==> src/rtl/bcd_display_formatter_if.sv <==
// Start/done handshake and digit-code bus between the lookup FSM and the display formatter.
interface bcd_display_formatter_if #(
  parameter int WIDTH = 14
);
  logic             start;
  logic [WIDTH-1:0] value;
  logic             busy;
  logic             done;
  logic             overflow;
  logic [4:0]       digit0;
  logic [4:0]       digit1;
  logic [4:0]       digit2;
  logic [4:0]       digit3;

  modport master (
    output start, value,
    input  busy, done, overflow, digit0, digit1, digit2, digit3
  );

  modport slave (
    input  start, value,
    output busy, done, overflow, digit0, digit1, digit2, digit3
  );
endinterface

==> src/rtl/bcd_display_formatter.sv <==
// Iterative double-dabble binary-to-BCD converter feeding SS_Driver digit codes,
// with saturation at MAX_VALUE and optional leading-zero blanking.
module bcd_display_formatter #(
  parameter int         WIDTH      = 14,
  parameter int         MAX_VALUE  = 9999,
  parameter bit         BLANK_LZ   = 1'b1,
  parameter logic [4:0] BLANK_CODE = 5'd31
) (
  input  logic                    clk,
  input  logic                    reset,
  bcd_display_formatter_if.slave  bus
);

  localparam int               CW    = $clog2(WIDTH + 1);
  localparam logic [WIDTH-1:0] MAX_W = WIDTH'(MAX_VALUE);
  localparam logic [CW-1:0]    LAST  = CW'(WIDTH);

  typedef enum logic [2:0] {IDLE, LOAD, SHIFT, BLANK, DONE} state_e;

  state_e           state_q;
  logic [WIDTH-1:0] v_q, bin_q;
  logic [15:0]      bcd_q;
  logic [CW-1:0]    cnt_q;
  logic             ovf_next_q, ovf_q, busy_q, done_q;
  logic [3:0][4:0]  dig_q;

  logic [15:0]      adj;
  logic [15:0]      bcd_d;
  logic [WIDTH-1:0] bin_d;
  logic [3:0][4:0]  code;
  logic             lz;

  // add-3 correction per nibble before each shift
  for (genvar i = 0; i < 4; i++) begin : g_adj
    assign adj[4*i +: 4] = (bcd_q[4*i +: 4] >= 4'd5) ? bcd_q[4*i +: 4] + 4'd3
                                                      : bcd_q[4*i +: 4];
  end

  assign bcd_d = {adj[14:0], bin_q[WIDTH-1]};
  assign bin_d = {bin_q[WIDTH-2:0], 1'b0};

  // leading-zero run from the thousands digit; the units digit always shows
  always_comb begin
    lz   = 1'b1;
    code = '0;
    for (int i = 3; i >= 0; i--) begin
      lz      = lz && (bcd_q[4*i +: 4] == 4'd0) && (i != 0);
      code[i] = (BLANK_LZ && lz) ? BLANK_CODE : {1'b0, bcd_q[4*i +: 4]};
    end
  end

  always_ff @(posedge clk or posedge reset) begin
    if (reset) begin
      state_q    <= IDLE;
      v_q        <= '0;
      bin_q      <= '0;
      bcd_q      <= '0;
      cnt_q      <= '0;
      ovf_next_q <= 1'b0;
      ovf_q      <= 1'b0;
      busy_q     <= 1'b0;
      done_q     <= 1'b0;
      dig_q      <= '0;
    end else begin
      done_q <= 1'b0;
      case (state_q)
        IDLE, DONE: begin
          if (bus.start) begin
            v_q     <= bus.value;
            busy_q  <= 1'b1;
            state_q <= LOAD;
          end else begin
            state_q <= IDLE;
          end
        end
        LOAD: begin
          if (v_q > MAX_W) begin
            ovf_next_q <= 1'b1;
            bin_q      <= MAX_W;
          end else begin
            ovf_next_q <= 1'b0;
            bin_q      <= v_q;
          end
          bcd_q   <= '0;
          cnt_q   <= '0;
          state_q <= SHIFT;
        end
        SHIFT: begin
          if (cnt_q == LAST) begin
            state_q <= BLANK;
          end else begin
            bcd_q <= bcd_d;
            bin_q <= bin_d;
            cnt_q <= cnt_q + CW'(1);
          end
        end
        BLANK: begin
          dig_q   <= code;
          ovf_q   <= ovf_next_q;
          done_q  <= 1'b1;
          busy_q  <= 1'b0;
          state_q <= DONE;
        end
        default: state_q <= IDLE;
      endcase
    end
  end

  assign bus.busy     = busy_q;
  assign bus.done     = done_q;
  assign bus.overflow = ovf_q;
  assign bus.digit0   = dig_q[0];
  assign bus.digit1   = dig_q[1];
  assign bus.digit2   = dig_q[2];
  assign bus.digit3   = dig_q[3];

endmodule
==> src/flat_wrapper.sv <==
// flat-port wrapper written by rule: the top's interface ports become plain ports
module bcd_display_formatter_flat 
#(
  parameter int         WIDTH      = 14,
  parameter int         MAX_VALUE  = 9999,
  parameter bit         BLANK_LZ   = 1'b1,
  parameter logic [4:0] BLANK_CODE = 5'd31
)
  (clk, reset, bus_start, bus_value, bus_busy, bus_done, bus_overflow, bus_digit0, bus_digit1, bus_digit2, bus_digit3);
  bcd_display_formatter_if #(.WIDTH(WIDTH)) bus_i ();
  input  logic clk;
  input  logic reset;
  input wire logic [$bits(bus_i.start)-1:0] bus_start;
  input wire logic [$bits(bus_i.value)-1:0] bus_value;
  output wire logic [$bits(bus_i.busy)-1:0] bus_busy;
  output wire logic [$bits(bus_i.done)-1:0] bus_done;
  output wire logic [$bits(bus_i.overflow)-1:0] bus_overflow;
  output wire logic [$bits(bus_i.digit0)-1:0] bus_digit0;
  output wire logic [$bits(bus_i.digit1)-1:0] bus_digit1;
  output wire logic [$bits(bus_i.digit2)-1:0] bus_digit2;
  output wire logic [$bits(bus_i.digit3)-1:0] bus_digit3;
  assign bus_i.start = bus_start;
  assign bus_i.value = bus_value;
  assign bus_busy = bus_i.busy;
  assign bus_done = bus_i.done;
  assign bus_overflow = bus_i.overflow;
  assign bus_digit0 = bus_i.digit0;
  assign bus_digit1 = bus_i.digit1;
  assign bus_digit2 = bus_i.digit2;
  assign bus_digit3 = bus_i.digit3;
  bcd_display_formatter #(.WIDTH(WIDTH), .MAX_VALUE(MAX_VALUE), .BLANK_LZ(BLANK_LZ), .BLANK_CODE(BLANK_CODE)) u_core (.clk(clk), .reset(reset), .bus(bus_i));
endmodule
==> config.mk <==
export PLATFORM = sky130hd
export DESIGN_NAME = bcd_display_formatter_flat
export DESIGN_NICKNAME = d
export VERILOG_FILES = /design/src/rtl/bcd_display_formatter_if.sv /design/src/rtl/bcd_display_formatter.sv /design/src/flat_wrapper.sv
export SDC_FILE = /design/constraint.sdc
export NUM_CORES = 1
export LEC_CHECK = 0
export ABC_AREA = 1
export CELL_PAD_IN_SITES_DETAIL_PLACEMENT = 0
export CELL_PAD_IN_SITES_GLOBAL_PLACEMENT = 1
export CORE_MARGIN = 2
export CORE_UTILIZATION = 42
export CTS_CLUSTER_DIAMETER = 80
export CTS_CLUSTER_SIZE = 30
export DETAILED_ROUTE_END_ITERATION = 10
export PLACE_DENSITY = 0.85
export SYNTH_ARGS = -nofsm -noshare
export SYNTH_HDL_FRONTEND = slang
export SYNTH_SLANG_ARGS = --single-unit
==> constraint.sdc <==
create_clock -name clk -period 2.9 [get_ports clk]
set_input_delay 0.58 -clock clk [delete_from_list [all_inputs] [get_ports clk]]
set_output_delay 0.58 -clock clk [all_outputs]
set_load 0.02 [all_outputs]
==> impl_table.tex <==
\begin{tabular}{lr}
\hline
Metric & Value \\
\hline
\multicolumn{2}{l}{\textbf{Pwr}} \\
\quad Gate power share & 42.5\% \\
\quad Leakage Power & $\sim$0.0021 uW \\
\quad Internal & 2680 uW \\
\quad Net load switching power & between 1500 and 2000 uW \\
\quad Part of the total power dissipated in sequential elements & a little over a third \\
\quad Part of the total power dissipated in the clock network & 21.5\% \\
\quad Power Density & around 1000 nW/um\^{}2 \\
\quad Design Power & about 4500 uW \\
\quad Sw Share & between 40\% and 50\% \\
\quad Peak supply drop & around 400 uV \\
\multicolumn{2}{l}{\textbf{Drt}} \\
\quad Drt total wl & between 7 and 8 mm \\
\quad Overall via count from detail\_route & a little under 3000 \\
\quad Mean routed wirelength per cell & about 12 microns \\
\quad Post-DR vias/cell & between 4 and 5 \\
\quad DRC violations left & 0 \\
\quad Final ANT Viol Nets & 0 \\
\quad DR pass1 iterations & 4 \\
\quad Iteration-0 DRC count of the detailed router & around 120 \\
\multicolumn{2}{l}{\textbf{Yosys}} \\
\quad Main area contributors after synthesis & dfrtp\_1, nand2\_1, o21ai\_0 \\
\quad Compound-gate portion of the synthesized area & 11.1\% \\
\quad Cell area after technology mapping & around 3600 sq um \\
\quad Yosys synthesis warning count & 0 \\
\quad Count of state elements after synthesis & 74 \\
\quad Synth Area in XOR/XNOR & less than 1\% \\
\quad Cell variety after synth & 24 \\
\quad Proportion of netlist area held by the largest area contributor & between 50\% and 60\% \\
\quad Largest area contributor in the netlist & dfrtp\_1 \\
\quad Post-synthesis share of cell area spent on and, or, nand and nor gates & 23.9\% \\
\quad Adder-cell share of the synthesized area & roughly 4.2\% \\
\quad Count of mapped cells out of synthesis & around 450 \\
\quad Synthesized Nets & 477 \\
\quad Proportion of synthesized area in mux cells & 0\% \\
\quad Largest family of logic cells by synthesized area & simple AND/OR/NAND/NOR gates \\
\quad Post-Syn Area per Cell & 7.99 sq um \\
\quad Post-synthesis sequential area ratio & 51.7\% \\
\multicolumn{2}{l}{\textbf{Global routing}} \\
\quad Global route total overflow & 0 \\
\quad Via count of the first global-routing pass & 2736 \\
\quad GRT Resource Usage Total & about 18\% \\
\quad Antenna violations before repair & 0 \\
\quad Global routing usage on met2 & between 20\% and 30\% \\
\quad First-pass GRT wire length & 12.8 mm \\
\quad GRT met1 Usage & 24.7\% \\
\quad Met3 Track Usage GR & 3.76\% \\
\quad Routing layer with the top usage in global route & met2 \\
\quad Maximum number of pins on one net before global-route repair & 75 \\
\multicolumn{2}{l}{\textbf{Clock network}} \\
\quad Maximum buffer depth of the clock tree & 2 \\
\quad Clock Sinks & between 70 and 80 \\
\quad CTS buffer count & 9 \\
\quad Post\_cts resized & 0 \\
\quad Insertion delay to the later sink of the worst-skew pair & about 0.35 ns \\
\quad Post-CTS Setup Repair Bufs & 0 \\
\quad Clock-pin slew of the registers on the worst-case setup and hold paths & about 0.080 ns \\
\quad Root buffer cell & clkbuf\_8 \\
\quad Post-cts hold buffer count & 0 \\
\quad Level count of the clock H-tree & 3 \\
\quad TritonCTS clock tree & done \\
\multicolumn{2}{l}{\textbf{Setup path}} \\
\quad Critical Path, Cell by Cell & clkdlybuf4s50\_1 \\
\quad Critical Path Start & u\_core.bus.busy \\
\quad Worst-path maximum fanout & 2 \\
\quad Sort of element at the end of the critical path & output pin \\
\quad Startpoint-to-endpoint class of the critical path & reg -> out \\
\quad Top cell family by delay on the critical path & buffers and inverters \\
\quad Startpoint of the most critical register-to-register path & u\_core.state\_q[0] \\
\quad Total buffers and inverters traversed by the critical path & 1 \\
\quad Startpoint Class & flip-flop \\
\quad Required time at the worst-slack endpoint & approximately 2.3 ns \\
\quad Largest incremental delay on the critical path & between 0.6 and 0.7 ns \\
\quad Arrival time at the worst endpoint & $\sim$1.4 ns \\
\quad Slowest-stage cell, CP & clkdlybuf4s50\_1 \\
\multicolumn{2}{l}{\textbf{Timing}} \\
\quad Final setup violation count & 0 \\
\quad Final max-slew violation count & 0 \\
\quad Unrepaired setup endpoints after global routing & no \\
\quad Worst setup slack after layout & between 0.9 and 1 ns \\
\quad Worst clock skew on the final layout & around 0.0089 ns \\
\quad Final Hold Fails & 0 \\
\quad Fmax & between 500 and 600 MHz \\
\quad Slew Limit Headroom & between 60\% and 70\% \\
\quad Worst slew pin tran & roughly 0.54 ns \\
\quad Total negative setup slack & 0 ns \\
\quad Final worst-path cycle share & between 60\% and 70\% \\
\quad Worst-case hold slack & 0.484 ns \\
\quad Time the final worst path needs with I/O delays and setup & 1.95 ns \\
\multicolumn{2}{l}{\textbf{Layout}} \\
\quad Antenna Cells & 0 \\
\quad Ratio of cells with drive above 1 in the final layout & 5.52\% \\
\quad Highest-count cells in the layout ignoring fill and taps & nand2\_1, dfrtp\_1, inv\_1, o21ai\_0, clkdlybuf4s50\_1 \\
\quad Post-route cell area & approximately 4300 sq um \\
\quad Most frequent standard cell in the layout excluding fill and tap cells & nand2\_1 \\
\quad Area growth syn-to-layout & 19.7\% \\
\quad Fin nets & 513 \\
\multicolumn{2}{l}{\textbf{Floorplan}} \\
\quad Die width & about 96 microns \\
\quad Row count & 33 \\
\quad Core Area & approximately 8300 sq um \\
\quad Die Span Y & about 96 microns \\
\quad Boundary Pins & 40 \\
\quad Total Die Area & between 9000 and 10000 sq um \\
\quad Starting density of the core & $\sim$43\% \\
\multicolumn{2}{l}{\textbf{Placement}} \\
\quad Post-DP HPWL & between 5 and 6 mm \\
\quad Cell Area, Placed & slightly above 4000 sq um \\
\quad Final weighted congestion of routability-driven global placement & 0.714 \\
\quad IO buf count & 38 \\
\quad Dpl ws & between 0.7 and 0.8 ns \\
\multicolumn{2}{l}{\textbf{Job}} \\
\quad Number of max-cap violations & 0 \\
\multicolumn{2}{l}{\textbf{Worst hold path}} \\
\quad Launch point of the worst hold path & u\_core.bus.digit1[4] \\
\quad Worst min-delay path category & reg -> reg \\
\multicolumn{2}{l}{\textbf{Outcome}} \\
\quad Run status & completed \\
\hline
\end{tabular}
[registers in the layout (all words and copies together), names as in the netlist]
name and flops:
u_core.v_q 14, u_core.bin_q 14, u_core.ovf_next_q 1, u_core.bcd_q 16, u_core.bus.busy 1, u_core.bus.digit1 5
u_core.bus.done 1, u_core.bus.overflow 1, u_core.bus.digit0 4, u_core.bus.digit3 5, u_core.cnt_q 4, u_core.bus.digit2 5
u_core.state_q 3
[routing by layer]
| metal | wire, microns | vias to the layer above |
|---|---|---|
| met5 | 0 | - |
| met4 | 98 | 0 |
| met3 | 297 | 9 |
| met2 | 3340 | 57 |
| met1 | 3680 | 1353 |
| li1 | - | 1487 |
[cell usage after synthesis]
master,n
o22ai_1,4
dfrtp_1,74
or2_2,1
inv_2,3
nand2_2,1
nand4_1,5
a31oi_1,3
nand2_1,139
conb_1,1
nand3b_1,1
nor2_2,1
o211ai_1,5
buf_4,4
buf_2,12
nor3b_1,2
clkbuf_1,2
nor2_1,30
nand3_1,29
o21ai_0,47
nor3_1,1
inv_1,54
xor2_1,1
ha_1,12
a21oi_1,16
[final cells by class]
cell class | count | area [sq um]
clock buffer | 10 | 128
clock inverter | 6 | 114
fill | 812 | 3970
inverter | 57 | 214
multi-input combinational | 299 | 1420
sequential | 74 | 1850
tap | 105 | 131
timing repair buffer | 43 | 430
[final timing paths]
path | to | slack [ns] | cells after the start
worst min-delay path | u_core.bus.digit1[4] | 0.48 | 2
worst min register to register | u_core.bus.digit1[4] | 0.48 | 2
worst max-delay path | bus_busy | 0.95 | 1
worst max register to register | u_core.bin_q[12] | 1.15 | 7
min in group asynchronous | u_core.bus.digit0[1] | 0.62 | 3
max in group asynchronous | u_core.state_q[0] | 1.96 | 3
[metrics by stage]
step	std cells	utilization (%)
global placement	578	49.0
global route	594	51.9
detailed placement	578	49.0
floorplan	448	-
CTS	594	51.9
finish	594	51.9
[cell families (layout without fill, tap and decap cells)]
logic type	Yosys count	in the layout
simple gates	210	210
compound gates	75	75
buf+inv	75	116
flops	74	74
fa+ha+maj	12	12
other cells	1	1
xor+xnor	1	1
[power by group through the flow]
| stage | clock [uW] | combinational [uW] | sequential (uW) |
|---|---|---|---|
| finish | 966 | 1910 | 1620 |
| global route | 1030 | 2190 | 1670 |
| CTS | 991 | 1940 | 1630 |
| detailed placement | 0 | 1930 | 1640 |
| global placement | 0 | 1890 | 1630 |
| floorplan | 0 | 1250 | 1740 |
No activity file was read; power rests on OpenSTA's default activity.
